--- src/rtl/memory_game_pkg.sv ---
// Shared types and helpers for the card-matching turn controller.
package memory_game_pkg;

  typedef enum logic [1:0] {
    PICK1 = 2'd0,
    PICK2 = 2'd1,
    DONE  = 2'd2
  } state_e;

  // Player index width: max(1, clog2(n)).
  function automatic int pw_of(input int n);
    return (n > 2) ? $clog2(n) : 1;
  endfunction

  function automatic int score_lsb(input int k, input int w);
    return k * w;
  endfunction

endpackage

--- src/rtl/memory_game_ctrl_turn_timer.sv ---
// Per-pick window counter; expire pulses at TURN_TIMEOUT-1 and the count restarts.
module turn_timer #(
  parameter int TURN_TIMEOUT = 50_000_000
) (
  input  logic clk,
  input  logic rst,
  input  logic clear,
  input  logic enable,
  output logic expire
);

  localparam int CW = (TURN_TIMEOUT > 2) ? $clog2(TURN_TIMEOUT) : 1;
  localparam logic [CW-1:0] LAST = CW'(TURN_TIMEOUT - 1);

  logic [CW-1:0] count_q, count_d;

  assign expire = enable && (count_q == LAST);

  always_comb begin
    count_d = count_q;
    if (clear || expire) begin
      count_d = '0;
    end else if (enable) begin
      count_d = count_q + CW'(1);
    end
  end

  always_ff @(posedge clk) begin
    if (!rst) begin
      count_q <= '0;
    end else begin
      count_q <= count_d;
    end
  end

endmodule

--- src/rtl/memory_game_ctrl.sv ---
// Turn controller: pairs up card picks, keeps scores, rotates players and
// forfeits turns whose pick window expires. All outputs are registered.
module memory_game_ctrl
  import memory_game_pkg::*;
#(
  parameter int CARD_W       = 4,
  parameter int NUM_PLAYERS  = 2,
  parameter int NUM_PAIRS    = 8,
  parameter int SCORE_W      = 4,
  parameter int TURN_TIMEOUT = 50_000_000,
  localparam int PW          = pw_of(NUM_PLAYERS)
) (
  input  logic                           clk,
  input  logic                           rst,
  input  logic                           card_valid,
  input  logic [CARD_W-1:0]              card_value,
  output logic [PW-1:0]                  player,
  output logic                           match,
  output logic                           mismatch,
  output logic                           timeout,
  output logic [NUM_PLAYERS*SCORE_W-1:0] scores,
  output logic                           game_over,
  output logic [PW-1:0]                  winner,
  output state_e                         state_dbg
);

  localparam int PFW = (NUM_PAIRS > 1) ? $clog2(NUM_PAIRS + 1) : 1;

  state_e                         state_q, state_d;
  logic [CARD_W-1:0]              held_q, held_d;
  logic [PW-1:0]                  player_q, player_d;
  logic [NUM_PLAYERS*SCORE_W-1:0] scores_q, scores_d;
  logic [PFW-1:0]                 pairs_q, pairs_d;
  logic                           match_q, match_d;
  logic                           mismatch_q, mismatch_d;
  logic                           timeout_q, timeout_d;
  logic                           game_over_q, game_over_d;
  logic [PW-1:0]                  winner_q, winner_d;

  logic               expire;
  logic               tmr_enable;
  logic               tmr_clear;
  logic               same_card;
  logic               last_pair;
  logic [SCORE_W-1:0] cur_score;
  logic [SCORE_W-1:0] best_score;
  logic [PW-1:0]      best_idx;

  function automatic logic [PW-1:0] next_player(input logic [PW-1:0] p);
    return (p == PW'(NUM_PLAYERS - 1)) ? '0 : p + PW'(1);
  endfunction

  assign tmr_enable = (state_q == PICK1) || (state_q == PICK2);
  assign tmr_clear  = tmr_enable && card_valid;
  assign same_card  = (card_value == held_q);
  assign last_pair  = (pairs_q == PFW'(NUM_PAIRS - 1));

  turn_timer #(
    .TURN_TIMEOUT(TURN_TIMEOUT)
  ) u_timer (
    .clk   (clk),
    .rst   (rst),
    .clear (tmr_clear),
    .enable(tmr_enable),
    .expire(expire)
  );

  always_ff @(posedge clk) begin
    if (!rst) begin
      state_q     <= PICK1;
      held_q      <= '0;
      player_q    <= '0;
      scores_q    <= '0;
      pairs_q     <= '0;
      match_q     <= 1'b0;
      mismatch_q  <= 1'b0;
      timeout_q   <= 1'b0;
      game_over_q <= 1'b0;
      winner_q    <= '0;
    end else begin
      state_q     <= state_d;
      held_q      <= held_d;
      player_q    <= player_d;
      scores_q    <= scores_d;
      pairs_q     <= pairs_d;
      match_q     <= match_d;
      mismatch_q  <= mismatch_d;
      timeout_q   <= timeout_d;
      game_over_q <= game_over_d;
      winner_q    <= winner_d;
    end
  end

  // A card arriving on the expiry cycle takes precedence over the timeout.
  always_comb begin
    state_d = state_q;
    case (state_q)
      PICK1: begin
        if (card_valid) state_d = PICK2;
      end
      PICK2: begin
        if (card_valid) begin
          state_d = (same_card && last_pair) ? DONE : PICK1;
        end else if (expire) begin
          state_d = PICK1;
        end
      end
      DONE:    state_d = DONE;
      default: state_d = PICK1;
    endcase
  end

  always_comb begin
    held_d     = held_q;
    player_d   = player_q;
    scores_d   = scores_q;
    pairs_d    = pairs_q;
    match_d    = 1'b0;
    mismatch_d = 1'b0;
    timeout_d  = 1'b0;
    cur_score  = scores_q[score_lsb(int'(player_q), SCORE_W) +: SCORE_W];
    case (state_q)
      PICK1: begin
        if (card_valid) begin
          held_d = card_value;
        end else if (expire) begin
          timeout_d = 1'b1;
          player_d  = next_player(player_q);
        end
      end
      PICK2: begin
        if (card_valid && same_card) begin
          match_d = 1'b1;
          pairs_d = pairs_q + PFW'(1);
          if (cur_score != '1) begin
            scores_d[score_lsb(int'(player_q), SCORE_W) +: SCORE_W] = cur_score + SCORE_W'(1);
          end
        end else if (card_valid) begin
          mismatch_d = 1'b1;
          player_d   = next_player(player_q);
        end else if (expire) begin
          timeout_d = 1'b1;
          held_d    = '0;
          player_d  = next_player(player_q);
        end
      end
      default: ;
    endcase

    // Argmax over the updated scores; strict compare keeps the lowest index on ties.
    best_score = scores_d[SCORE_W-1:0];
    best_idx   = '0;
    for (int k = 1; k < NUM_PLAYERS; k++) begin
      if (scores_d[score_lsb(k, SCORE_W) +: SCORE_W] > best_score) begin
        best_score = scores_d[score_lsb(k, SCORE_W) +: SCORE_W];
        best_idx   = PW'(k);
      end
    end

    game_over_d = (state_d == DONE);
    winner_d    = ((state_d == DONE) && (state_q != DONE)) ? best_idx : winner_q;
  end

  assign player    = player_q;
  assign match     = match_q;
  assign mismatch  = mismatch_q;
  assign timeout   = timeout_q;
  assign scores    = scores_q;
  assign game_over = game_over_q;
  assign winner    = winner_q;
  assign state_dbg = state_q;

endmodule

--- config.mk ---
export PLATFORM = sky130hd
export DESIGN_NAME = memory_game_ctrl
export DESIGN_NICKNAME = d
export VERILOG_FILES = /design/src/rtl/memory_game_pkg.sv /design/src/rtl/memory_game_ctrl_turn_timer.sv /design/src/rtl/memory_game_ctrl.sv
export SDC_FILE = /design/constraint.sdc
export NUM_CORES = 1
export LEC_CHECK = 0
export ABC_AREA = 0
export BUFFER_PORTS_ARGS = -buffer_cell sky130_fd_sc_hd__buf_2
export CORE_ASPECT_RATIO = 1.2
export CORE_MARGIN = 5
export CORE_UTILIZATION = 28
export CTS_CLUSTER_SIZE = 12
export DETAILED_ROUTE_END_ITERATION = 8
export GPL_TIMING_DRIVEN = 1
export HOLD_SLACK_MARGIN = 0.08
export SYNTH_ARGS = -nofsm -noshare
export SYNTH_HDL_FRONTEND = slang
export SYNTH_SLANG_ARGS = --single-unit
--- constraint.sdc ---
create_clock -name clk -period 2.45 [get_ports clk]
set_input_delay 0.49 -clock clk [delete_from_list [all_inputs] [get_ports clk]]
set_output_delay 0.49 -clock clk [all_outputs]
set_load 0.05 [all_outputs]
Yosys cells after proc, flatten, opt, wreduce, memory -nomap -nowiden

Index checks and enable logic that the tools add are counted.

Bits in read-only memories: 0
Register bits: 50
Bits in latches: 0
Memory bits (writable): 0
Bits of input ports: 7
Memories: 0
Word-level logic and storage cells: 77
Output and inout port bits: 16

Reductions and logical operators: 15
Bitwise gates (word level): 2
Add/sub/neg operators: 5
Div/mod/pow operators: 0
Mux-type cells: 27
Eq/ne operators: 13
Shift-type cells: 3
$lt $le $gt $ge: 1
Multipliers: 0

Operators by type and width:

| kind                                                  | count |
|---|---|
| negation 3 -> 33 bit                                  | 1 |
| variable shift 4 x 33 -> 8 bit (first input constant) | 1 |
| indexed part select 4 x 33 -> 8 bit                   | 1 |
| adder 26 x 1 -> 26 bit (second input constant)        | 1 |
| == test 26 bit (second input constant)                | 1 |
| 2-to-1 mux 8 bit                                      | 3 |
| 2-to-1 mux 4 bit                                      | 4 |
| 2-to-1 mux 1 bit                                      | 11 |
| inequality test 2 bit (second input constant)         | 5 |
| adder 4 x 1 -> 4 bit (second input constant)          | 2 |
| bitwise mux 8 bit                                     | 1 |
| 2-to-1 mux 2 bit                                      | 4 |
| case mux 4 bit (2 select lines)                       | 1 |
| indexed part select 8 x 4 -> 4 bit                    | 1 |
| case mux 2 bit (3 select lines)                       | 1 |
| logical AND 1 bit                                     | 5 |
| AND reduction 5 bit                                   | 1 |
| == test 2 bit (second input constant)                 | 2 |
| == test 4 x 3 -> 1 bit (second input constant)        | 1 |
| == test 4 bit                                         | 1 |
| > comparator 4 bit                                    | 1 |
| inequality test 4 bit (second input constant)         | 1 |
| case mux 1 bit (2 select lines)                       | 2 |
| AND reduction 2 bit                                   | 2 |
| 10 further kinds                                      | 12 |

Longest topological paths before layout

Gate-level depths: netlist of the first run.

Depth after elaboration: 9
Gate-level depth with buffers: 11

Hierarchy

Synthesis of the first run repeated with hierarchy kept, for this count alone.

Cell total of the unflattened synthesis: 315
Area, all modules: 2692.6 um^2

Modules (own cells, without submodules):

| module           | cells each | seq. area each (um^2) | area each (um^2) | times used |
|---|---|---|---|---|
| memory_game_ctrl | 169        | 480.5                 | 1408.9           | 1 |
| turn_timer       | 146        | 520.5                 | 1283.7           | 1 |

Worst setup path before layout of the first run

OpenSTA, ideal clock, no wires.

Path type: reg2reg
Start: register player_q, in the netlist player
End: register winner_q, in the netlist winner
Slack: -0.459 ns
Data required time: 2.379 ns
Cell stages (with the launch flop): 12
Buffers on the path: 1
Data arrival time: 2.839 ns
Setup time: 0.071 ns
Path through: dfxtp_1 > clkbuf_1 > mux2_2 > ha_1 > nand3_1 > nand4_1 > mux2_2 > ha_1 > nor2b_1 > o21ai_0 > a211o_1 > a21oi_1

Cells in the longest elaborated chain, start to end: 9
Elaborated cells on any way between the ends: 12
Classes of those cells: add/sub: 2; order compare: 1; eq/ne: 1; shift: 3; mux: 5

Ends and longest elaborated chain:

| item                                | line                    | text |
|---|---|---|
| start: declaration                  | memory_game_ctrl.sv:31  | `logic [PW-1:0] player_q, player_d;` |
| start signal: assignment            | memory_game_ctrl.sv:83  | `player_q <= player_d;` |
| indexed part select 8 x 4 -> 4 bit  | memory_game_ctrl.sv:121 | `cur_score = scores_q[score_lsb(int'(player_q), SCORE_W) +: SCORE_W];` |
| adder 4 x 1 -> 4 bit                | memory_game_ctrl.sv:136 | `scores_d[score_lsb(int'(player_q), SCORE_W) +: SCORE_W] = cur_score + SCORE_W'(1);` |
| indexed part select 4 x 33 -> 8 bit | memory_game_ctrl.sv:136 |  |
| bitwise mux 8 bit                   | memory_game_ctrl.sv:136 |  |
| 2-to-1 mux 8 bit *                  | memory_game_ctrl.sv:135 | `if (cur_score != '1) begin` |
| 2-to-1 mux 8 bit *                  | memory_game_ctrl.sv:132 | `if (card_valid && same_card) begin` |
| 2-to-1 mux 8 bit *                  | memory_game_ctrl.sv:122 | `case (state_q)` |
| via scores_d[5]                     | memory_game_ctrl.sv:32  | `logic [NUM_PLAYERS*SCORE_W-1:0] scores_q, scores_d;` |
| > comparator 4 bit *                | memory_game_ctrl.sv:154 | `if (scores_d[score_lsb(k, SCORE_W) +: SCORE_W] > best_score) begin` |
| 2-to-1 mux 1 bit *                  | memory_game_ctrl.sv:154 |  |
| end signal: assignment              | memory_game_ctrl.sv:90  | `winner_q <= winner_d;` |
| end: declaration                    | memory_game_ctrl.sv:38  | `logic [PW-1:0] winner_q, winner_d;` |

Mark *: on every way through the listed nets, which the timed path passes. The rest lies on a longest branch.
A chain may end at the register's enable or synchronous reset.

Final worst setup path of the first run

Ends and elaborated chain as after synthesis.

==> results of run 1 <==
-- area by class of cell --
class / instances / area [µm²]
Clock buffer: 6 / 82.6
Fill cell: 877 / 5200
Sequential cell: 50 / 1010
Tap cell: 114 / 143
Timing Repair Buffer: 47 / 310
Multi-Input combinational cell: 200 / 1420
Clock inverter: 2 / 12.5
Inverter: 3 / 11.3
-- report_power, final --
group	total [µW]	internal (µW)	switching (µW)
logic	114	46.8	66.8
clock network	504	227	276
registers	832	823	9.01
total	1450	1100	352
-- stage by stage --
stage                     cells  cell area [µm²]
after floorplan             264             2430
after global placement      414             2820
after detailed placement    414             2820
after CTS                   422             2920
after global routing        422             2990
final                       422             2990
-- per-layer routing --
| layer | share of wire | routed length, µm | vias up | GRT usage |
|---|---|---|---|---|
| li1 | - | - | 990 | - |
| met1 | 0.43 | 2280 | 912 | 0.124 |
| met2 | 0.51 | 2690 | 27 | 0.182 |
| met3 | 0.040 | 210 | 8 | 0.0326 |
| met4 | 0.016 | 82 | 0 | 0.0308 |
| met5 | 0 | 0 | - | 0 |
-- state kept, by name, summed over array words and instances (netlist names) --
| name | count |
|---|---|
| state_dbg | 2 |
| pairs_q | 4 |
| match | 1 |
| mismatch | 1 |
| u_timer.count_q | 26 |
| game_over | 1 |
| scores | 8 |
| winner | 1 |
| player | 1 |
| timeout | 1 |
| held_q | 4 |
-- kinds of logic (layout without fill, tap and decap cells) --
logic type,Yosys count,in the layout,share of synthesized area
compound gates,11,11,0.0322
xor+xnor,34,34,0.126
fa+ha+maj,7,7,0.0370
buf+inv,14,58,0.0232
flops,50,50,0.422
mux,16,16,0.0702
simple gates,132,132,0.289
-- layout by cell type, fill, tap and decap left out, types with 4 or more instances in the layout --
master and count:
nor2_1 40, nand4_1 14, a21oi_1 4, dfxtp_1 42
and2_1 4, buf_4 24, mux2i_1 10, nand4b_1 5
and3_1 9, nand2_1 18, nand2b_1 8, xor2_1 26
xnor2_1 7, clkbuf_8 6, nand3_1 14, ha_1 4
dfxtp_2 7, buf_2 22, mux2_4 4
-- critical path: stages (launching register included) --
cell and delay (ns):
dfxtp_4 0.38, mux2_4 0.32, ha_4 0.18, nand3_1 0.09, nand4_1 0.16, mux2_4 0.36
ha_4 0.27, nor2b_4 0.13, o21ai_2 0.05, a211o_1 0.25, a21oi_1 0.14
-- final timing paths --
| kind | slack [ns] | depth (start not counted) | to | from |
|---|---|---|---|---|
| worst max-delay path | 0.06 | 10 | winner$_SDFFE_PN0P_ | player$_SDFFE_PN0P_ |
| worst min-delay path | 0.47 | 3 | held_q[1]$_SDFFE_PN0P_ | card_value[1] |
| worst max register to register | 0.06 | 10 | winner$_SDFFE_PN0P_ | player$_SDFFE_PN0P_ |
| worst min register to register | 0.47 | 2 | held_q[2]$_SDFFE_PN0P_ | held_q[2]$_SDFFE_PN0P_ |
-- repair_timing --
action	CTS	global route
hold buffers	0	0
hold endpoints to repair	0	0
endpoints found under the setup margin	1	1
pin swaps	0	6
resized for setup	1	16
==> run summary, run 1 <==
# Post-CTS Setup Buffers - 0
maximum vdd drop - 0.000208 V
placed wire-length estimate - 3.79 mm
DRC violations left - 0
initial antenna violation count - 0
Post-Place Setup Slack - -0.286 ns
outcome - completed
Worst EP required - 2.68 ns
Final Setup Violations - 0
area growth from synthesis to layout - 26.3%
Synth cell types - 32
Routed Antenna Nets - 0
maximum clock frequency - 0.419 GHz
Synth Warn # - 0
critical path peak fanout - 6
WHS - 0.465 ns
PortBufs - 22
Core Area - 8200 µm²
top cells by count, synth - dfxtp_1 (50), nor2_1 (41), xor2_1 (27), nand2_1 (18)
critical path class - reg2reg
type of element capturing the critical path - register
htree depth - 2
Final Hold Fails - 0
routed len/inst - 12.5 µm
clock sink total - 50
vias in the first global route - 1940
RSZ-0062 raised after global routing - true
Detailed Route WL - 5.26 mm
via/cell ratio - 4.59
Async S/R FF share, synth - 0
average size of a mapped cell - 8.98 µm²
first-pass GRT wire length - 9.03 mm
Worst-Margin Slew - 0.486 ns
Synth top area share - 0.422
MaxCap Viol Count - 0
Pwr Total - 1450 µW
nets - 321
total track usage - 0.106
CTS Buf Count - 5
#FFs+latches synth - 50
Clk Latency, worst-skew pair - 0.30 ns
grt total ovfl - 0
Util after Layout - 0.365
Synth area leader - dfxtp_1
setup TNS - 0 ns
largest net degree at the start of global routing - 27
PnR worst setup slack - 0.0614 ns
top cells by area, synth - dfxtp_1 (42%), xor2_1 (10%), nor2_1 (6.5%)
Main synth FF type - dfxtp_1
clk_skew - 0.00663 ns
Slew headroom - 0.676
routability cong. - 0.797
worst hold path class - in2reg
Final period util - 0.975
ant diodes - 0
root buffer cell - clkbuf_8
I/O Pins - 23
most common cell in the netlist - dfxtp_1
Reg clk slew, reported paths - 0.09 ns
Die H - 111 µm
Worst Path Arrival - 2.62 ns
Mapped Area - 2370 µm²
Tmin final - 2.39 ns
Die W - 94.0 µm
fraction of layout cells with a size suffix above 1 - 0.263
Syn Nets - 278
PD cells - 484 nW/µm²
vias - 1937
die area - 10400 µm²
Rows - 36
Worst setup SP type - register
Post-synth EDFFs - 0
deepest clock path buffer count - 2
CTS tree - built
starting DRC count in detailed routing - 56
P_leak - 0.00122 µW
Detailed Routing Iterations Pass 1 - 4
Mapped Cells - 264
fin. max-slew vios - 0
initial core utilization - 0.289
post-synthesis sequential area ratio - 0.422
No activity file was read; power rests on OpenSTA's default activity.
==> inputs of run 2 (changes only) <==
Settings changed: ABC_AREA 0 to 1.
==> run 2 against run 1 <==
Net effect:
- sequential power about the same
- register-to-register slack better by 0.14 ns
- critical endpoint unchanged
- largest power group unchanged
- total power up 19%
- worst hold slack worse by 0.075 ns
- clock power up 45%
- fmax up 6.1%
- clock skew up 0.0016 ns
- highest routed layer unchanged
==> run summary, run 2 <==
CP Buf/Inv Count - 2 (was 0)
Post-synth EDFFs - 0 (unchanged)
R2R cell count - 16 (was 10)
busiest layer in global routing - met2 (unchanged)
number of hold buffers added after CTS - 0 (unchanged)
clk_skew - 0.00820 ns (was 0.00663 ns)
Final Hold Fails - 0 (unchanged)
Worst EP required - 2.68 ns (about the same)
die area - 12400 µm² (was 10400 µm²)
R2R Path Start - player$_SDFFE_PN0P_ (unchanged)
Worst-Margin Slew - 0.484 ns (was 0.486 ns)
Main synth FF type - dfxtp_1 (unchanged)
MaxCap Viol Count - 0 (unchanged)
GR met1 Demand/Resource - 0.140 (was 0.124)
ant diodes - 0 (unchanged)
R2R setup slack - 0.20 ns (was 0.06 ns)
commonest non-fill, non-tap cell in the layout - nand2_1 (was dfxtp_1)
Synth top area share - 0.347 (was 0.422)
Worst Path Arrival - 2.48 ns (was 2.62 ns)
htree depth - 2 (unchanged)
top cells by count, synth - nand2_1 (129), nor2_1 (76), inv_1 (57), dfxtp_1 (50), nand3_1 (27) (was dfxtp_1 (50), nor2_1 (41), xor2_1 (27), nand2_1 (18))
CTS Buf Count - 5 (unchanged)
Core Area - 10100 µm² (was 8200 µm²)
Die H - 121 µm (was 111 µm)
post-synthesis sequential area ratio - 0.347 (was 0.422)
placed wire-length estimate - 5.41 mm (was 3.79 mm)
Synth cell types - 35 (was 32)
maximum clock frequency - 0.444 GHz (was 0.419 GHz)
grt total ovfl - 0 (unchanged)
max reg flops - 26 (unchanged)
Routed Antenna Nets - 0 (unchanged)
worst hold path class - in2reg (unchanged)
Worst Hold End - timeout$_SDFF_PN0_ (was held_q[1]$_SDFFE_PN0P_)
fin. max-slew vios - 0 (unchanged)
Clk Latency, worst-skew pair - 0.29 ns (was 0.30 ns)
most common cell in the netlist - nand2_1 (was dfxtp_1)
initial antenna violation count - 0 (unchanged)
maximum vdd drop - 0.000244 V (was 0.000208 V)
routability cong. - 0.859 (was 0.797)
starting DRC count in detailed routing - 81 (was 56)
Die W - 103 µm (was 94.0 µm)
Reg clk slew, reported paths - 0.07 ns (was 0.09 ns)
Syn Nets - 466 (was 278)
first-pass GRT wire length - 12.2 mm (was 9.03 mm)
routed len/inst - 11.4 µm (was 12.5 µm)
Worst setup SP type - register (unchanged)
DRC violations left - 0 (unchanged)
total track usage - 0.120 (was 0.106)
Slew headroom - 0.677 (was 0.676)
vias - 2798 (was 1937)
most frequent cells in the layout - nand2_1 (126), nor2_1 (75), inv_1 (57), dfxtp_1 (47), nand3_1 (26) (was dfxtp_1 (42), nor2_1 (40), xor2_1 (26), buf_4 (24), buf_2 (22))
Most common cell on crit path - nand2_1
type of element capturing the critical path - register (unchanged)
clock sink total - 50 (unchanged)
Detailed Route WL - 6.97 mm (was 5.26 mm)
Tmin final - 2.25 ns (was 2.39 ns)
Mapped Cells - 452 (was 264)
largest net degree at the start of global routing - 17 (was 27)
critical path peak fanout - 7 (was 6)
root buffer cell - clkbuf_16 (was clkbuf_8)
Async S/R FF share, synth - 0 (unchanged)
routing usage on met3 - 0.0242 (was 0.0326)
Rows - 40 (was 36)
Detailed Routing Iterations Pass 1 - 4 (unchanged)
deepest clock path buffer count - 2 (unchanged)
top cells by area, synth - dfxtp_1 (35%), nand2_1 (17%), nor2_1 (9.9%) (was dfxtp_1 (42%), xor2_1 (10%), nor2_1 (6.5%))
fraction of layout cells with a size suffix above 1 - 0.154 (was 0.263)
register name with the most flops - u_timer.count_q (unchanged)
DP Area - 3190 µm² (was 2820 µm²)
CP max-delay cell - dfxtp_4 (unchanged)
via/cell ratio - 4.56 (was 4.59)
Hold Path Cell Cnt - 2 (was 3)
PD cells - 506 nW/µm² (was 484 nW/µm²)
I/O Pins - 23 (unchanged)
Mapped Area - 2880 µm² (was 2370 µm²)
met2 usage - 0.213 (was 0.182)
CTS tree - built (unchanged)
Hold Crit Start - card_valid (was card_value[1])
crit-path leading delay family - simple AND/OR/NAND/NOR gates (was multiplexers)
crit-path cells - inv_2 > nand2_1 > nand2_2 > ha_4 > or2_2 > nand2_1 > nand4_1 > nand2_1 > inv_1 > ha_1 > nand2_1 > o21ai_0 > nand2_1 > nand4_1 > nand2_1 > nor2_1 (was mux2_4 > ha_4 > nand3_1 > nand4_1 > mux2_4 > ha_4 > nor2b_4 > o21ai_2 > a211o_1 > a21oi_1)
#FFs+latches synth - 50 (unchanged)
nets - 500 (was 321)
area growth from synthesis to layout - 18.5% (was 26.3%)
average size of a mapped cell - 6.38 µm² (was 8.98 µm²)
setup TNS - 0 ns (unchanged)
Final Setup Violations - 0 (unchanged)
critical path class - reg2reg (unchanged)
Final period util - 0.918 (was 0.975)
vias in the first global route - 2743 (was 1940)
R2R Path End - winner$_SDFFE_PN0P_ (unchanged)
final instance area - 3410 µm² (was 2990 µm²)
Synth Warn # - 0 (unchanged)
Critical Path Max Stage Delay - 0.40 ns (was 0.38 ns)
PortBufs - 22 (unchanged)
initial core utilization - 0.286 (was 0.289)
outcome - completed (unchanged)
P_leak - 0.00143 µW (was 0.00122 µW)
Synth area leader - dfxtp_1 (unchanged)
## run 2: cell count changes after synthesis, moves of 8 or more
cell | before | now
a21oi_1 | 4 | 23
and3_1 | 10 | 0
inv_1 | 3 | 57
mux2i_1 | 11 | 0
nand2_1 | 18 | 129
nand2b_1 | 8 | 0
nand3_1 | 14 | 27
nor2_1 | 41 | 76
nor3_1 | 3 | 11
o21ai_0 | 2 | 10
xor2_1 | 27 | 3
## run 2: report_power, final
| group | internal, µW | switching, µW | total [µW] |
|---|---|---|---|
| sequential | 825 | 10.0 | 835 |
| clock | 411 | 320 | 732 |
| combinational | 55.6 | 106 | 161 |
## run 2: how the worst max path moves through the flow
stage	from	endpoint	slack, ns	cells after the start
detailed placement	card_value[0]	winner$_SDFFE_PN0P_	-0.02	17
global placement	card_value[0]	winner$_SDFFE_PN0P_	0.03	18
CTS	player$_SDFFE_PN0P_	winner$_SDFFE_PN0P_	0.07	17
global route	player$_SDFFE_PN0P_	winner$_SDFFE_PN0P_	-0.01	16
finish	player$_SDFFE_PN0P_	winner$_SDFFE_PN0P_	0.20	16
floorplan	player$_SDFFE_PN0P_	winner$_SDFFE_PN0P_	0.02	19
## run 2: cell type report
cell class / instances / area [µm²]
multi-input combinational: 333 / 1660
clock inverter: 2 / 15.0
fill: 1094 / 6650
inverter: 62 / 238
clock buffer: 6 / 139
timing repair buffer: 34 / 200
tap: 126 / 158
sequential: 50 / 1010
## run 2: metal layers
layer | part of all wire | wire, µm
met4 | 0.022 | 156
met2 | 0.50 | 3490
met5 | 0 | 0
met1 | 0.44 | 3100
met3 | 0.032 | 223
## run 2: cells by family after synthesis
kind of cell / after synthesis / share of synthesized area
XOR/XNOR: 4 / 0.0122
buffers and inverters: 69 / 0.0999
AND/OR/NAND/NOR: 280 / 0.430
flip-flops: 50 / 0.347
AO/OA/AOI/OAI: 42 / 0.0799
adder cells (fa/ha/maj): 7 / 0.0304
## run 2: timing repair
item	4_1_cts	5_1_grt
buffers inserted	0	1
endpoints found under the setup margin	0	1
gates resized for setup	0	12
## run 2: stage by stage
stage / hold WS, ns / setup WS (ns) / utilization / total power [µW] / std cells
final: 0.390 / 0.200 / 0.339 / 1730 / 613
after global placement: 0.464 / 0.0268 / 0.317 / 1000 / 604
after detailed placement: 0.467 / -0.0191 / 0.317 / 1010 / 604
after floorplan: 0.448 / 0.0189 / - / 966 / 452
after CTS: 0.387 / 0.0739 / 0.332 / 1750 / 612
after global routing: 0.407 / -0.0146 / 0.339 / 1820 / 613
==> inputs of run 3 (changes only) <==
Settings changed: CELL_PAD_IN_SITES_DETAIL_PLACEMENT set to 1, CELL_PAD_IN_SITES_GLOBAL_PLACEMENT set to 2, PLACE_DENSITY_LB_ADDON set to 0.1.
==> run 3 against run 2 <==
Net effect:
- setup slack improved by 0.023 ns
- total power increased by 0.93%
- first-iteration DRC count decreased by 20%
- fmax increased by 1.1%
- critical endpoint unchanged
==> run summary, run 3 (synthesized netlist as in run 2, its figures left out) <==
root buffer cell - clkbuf_16 (unchanged)
Clk Latency, worst-skew pair - 0.30 ns (was 0.29 ns)
most frequent cells in the layout - nand2_1 (125), nor2_1 (74), inv_1 (57), dfxtp_1 (47), nand3_1 (26) (was nand2_1 (126), nor2_1 (75), inv_1 (57), dfxtp_1 (47), nand3_1 (26))
max reg flops - 26 (unchanged)
commonest non-fill, non-tap cell in the layout - nand2_1 (unchanged)
I/O Pins - 23 (unchanged)
outcome - completed (unchanged)
deepest clock path buffer count - 2 (unchanged)
fin. max-slew vios - 0 (unchanged)
register name with the most flops - u_timer.count_q (unchanged)
Hold Path Cell Cnt - 2 (unchanged)
worst hold path class - in2reg (unchanged)
Post-Place Setup Slack - -0.0900 ns (was -0.0191 ns)
area growth from synthesis to layout - 18.8% (was 18.5%)
P_leak - 0.00143 µW (about the same)
Worst-Margin Slew - 0.536 ns (was 0.484 ns)
Worst Path Arrival - 2.47 ns (was 2.48 ns)
PortBufs - 22 (unchanged)
vias in the first global route - 3001 (was 2743)
routed len/inst - 13.6 µm (was 11.4 µm)
starting DRC count in detailed routing - 65 (was 81)
die area - 12400 µm² (unchanged)
nets - 502 (was 500)
Seq pwr share - 0.478 (was 0.483)
CTS Buf Count - 5 (unchanged)
ant diodes - 0 (unchanged)
via/cell ratio - 4.70 (was 4.56)
placed wire-length estimate - 6.58 mm (was 5.41 mm)
Switch Pwr - 452 µW (was 436 µW)
CTS tree - built (unchanged)
PD cells - 510 nW/µm² (was 506 nW/µm²)
R2R cell count - 16 (unchanged)
switching portion of total power - 0.259 (was 0.252)
Detailed Route WL - 8.36 mm (was 6.97 mm)
first-pass GRT wire length - 14.3 mm (was 12.2 mm)
P_int - 1290 µW (about the same)
Detailed Routing Iterations Pass 1 - 4 (unchanged)
fraction of layout cells with a size suffix above 1 - 0.164 (was 0.154)
clk_skew - 0.00834 ns (was 0.00820 ns)
Routed Antenna Nets - 0 (unchanged)
Util after Layout - 0.340 (was 0.339)
combinational fraction of design power - 0.099 (was 0.093)
total track usage - 0.145 (was 0.120)
RSZ-0062 raised after global routing - false
DRC violations left - 0 (unchanged)
Rows - 40 (unchanged)
grt total ovfl - 0 (unchanged)
Tmin final - 2.23 ns (was 2.25 ns)
maximum clock frequency - 0.449 GHz (was 0.444 GHz)
type of element capturing the critical path - register (unchanged)
maximum vdd drop - 0.000236 V (was 0.000244 V)
Worst EP required - 2.69 ns (was 2.68 ns)
clock sink total - 50 (unchanged)
initial core utilization - 0.286 (unchanged)
setup TNS - 0 ns (unchanged)
Reg clk slew, reported paths - 0.07 ns (about the same)
critical path class - reg2reg (unchanged)
Slew headroom - 0.642 (was 0.677)
htree depth - 2 (unchanged)
largest net degree at the start of global routing - 17 (unchanged)
initial antenna violation count - 0 (unchanged)
critical path peak fanout - 6 (was 7)
Die W - 103 µm (unchanged)
Worst setup SP type - register (unchanged)
Core Area - 10100 µm² (unchanged)
vias - 2891 (was 2798)
Final Hold Fails - 0 (unchanged)
Final period util - 0.909 (was 0.918)
Final Setup Violations - 0 (unchanged)
fraction of power consumed by the clock network - 0.423 (about the same)
PnR worst setup slack - 0.223 ns (was 0.200 ns)
MaxCap Viol Count - 0 (unchanged)
routability cong. - 0.752 (was 0.859)
number of hold buffers added after CTS - 0 (unchanged)
Die H - 121 µm (unchanged)
[run 3: layout make-up]
type                       count  area, µm²
timing repair buffer          36        215
clock buffer                   7        143
fill                        1323       6640
clock inverter                 1       5.00
inverter                      62        238
sequential                    50       1010
tap                          126        158
multi-input combinational    333       1660
[run 3: what timing repair did]
item	CTS	global route
buffers inserted	0	1
setup endpoints to repair	1	1
endpoints found under the hold margin	0	0
resized for setup	1	15
pin swaps	1	2
cloned	0	0
[run 3: path summary, 6_finish.rpt]
kind | slack, ns | start | to
setup reg to reg | 0.22 | player$_SDFFE_PN0P_ | winner$_SDFFE_PN0P_
hold reg to reg | 0.48 | u_timer.count_q[1]$_SDFFE_PP0P_ | u_timer.count_q[1]$_SDFFE_PP0P_
hold / removal | 0.40 | card_valid | timeout$_SDFF_PN0_
setup / recovery | 0.22 | player$_SDFFE_PN0P_ | winner$_SDFFE_PN0P_
[run 3: critical path, cell delays in order, from the launching register on]
cell and delay, ns:
dfxtp_4 0.39, inv_2 0.07, nand2_1 0.07, nand2_2 0.08, ha_4 0.19, or2_2 0.29, nand2_1 0.08, nand4_1 0.10
nand2_1 0.10, inv_1 0.05, ha_1 0.29, nand2_1 0.06, o21ai_1 0.13, nand2_1 0.06, nand4_1 0.08, nand2_1 0.05
nor2_1 0.08
[run 3: power groups by stage]
stage	logic [µW]	clock network [µW]	registers [µW]
floorplan	97.6	0	869
finish	172	738	834
global placement	160	0	854
CTS	163	767	835
global route	194	805	835
detailed placement	163	0	854
[run 3: stage by stage]
step / instance area, µm² / hold slack, ns / cells / total power, µW
after floorplan: 2890 / 0.448 / 452 / 966
after global placement: 3200 / 0.464 / 606 / 1010
after detailed placement: 3200 / 0.476 / 606 / 1020
after CTS: 3360 / 0.398 / 614 / 1770
after global routing: 3420 / 0.409 / 615 / 1830
final: 3420 / 0.402 / 615 / 1740
[run 3: per-layer routing]
layer | vias up | GRT usage | part of all wire
li1 | 1504 | - | -
met1 | 1356 | 0.169 | 0.45
met2 | 24 | 0.264 | 0.52
met3 | 7 | 0.0282 | 0.021
met4 | 0 | 0.0394 | 0.013
met5 | - | 0 | 0
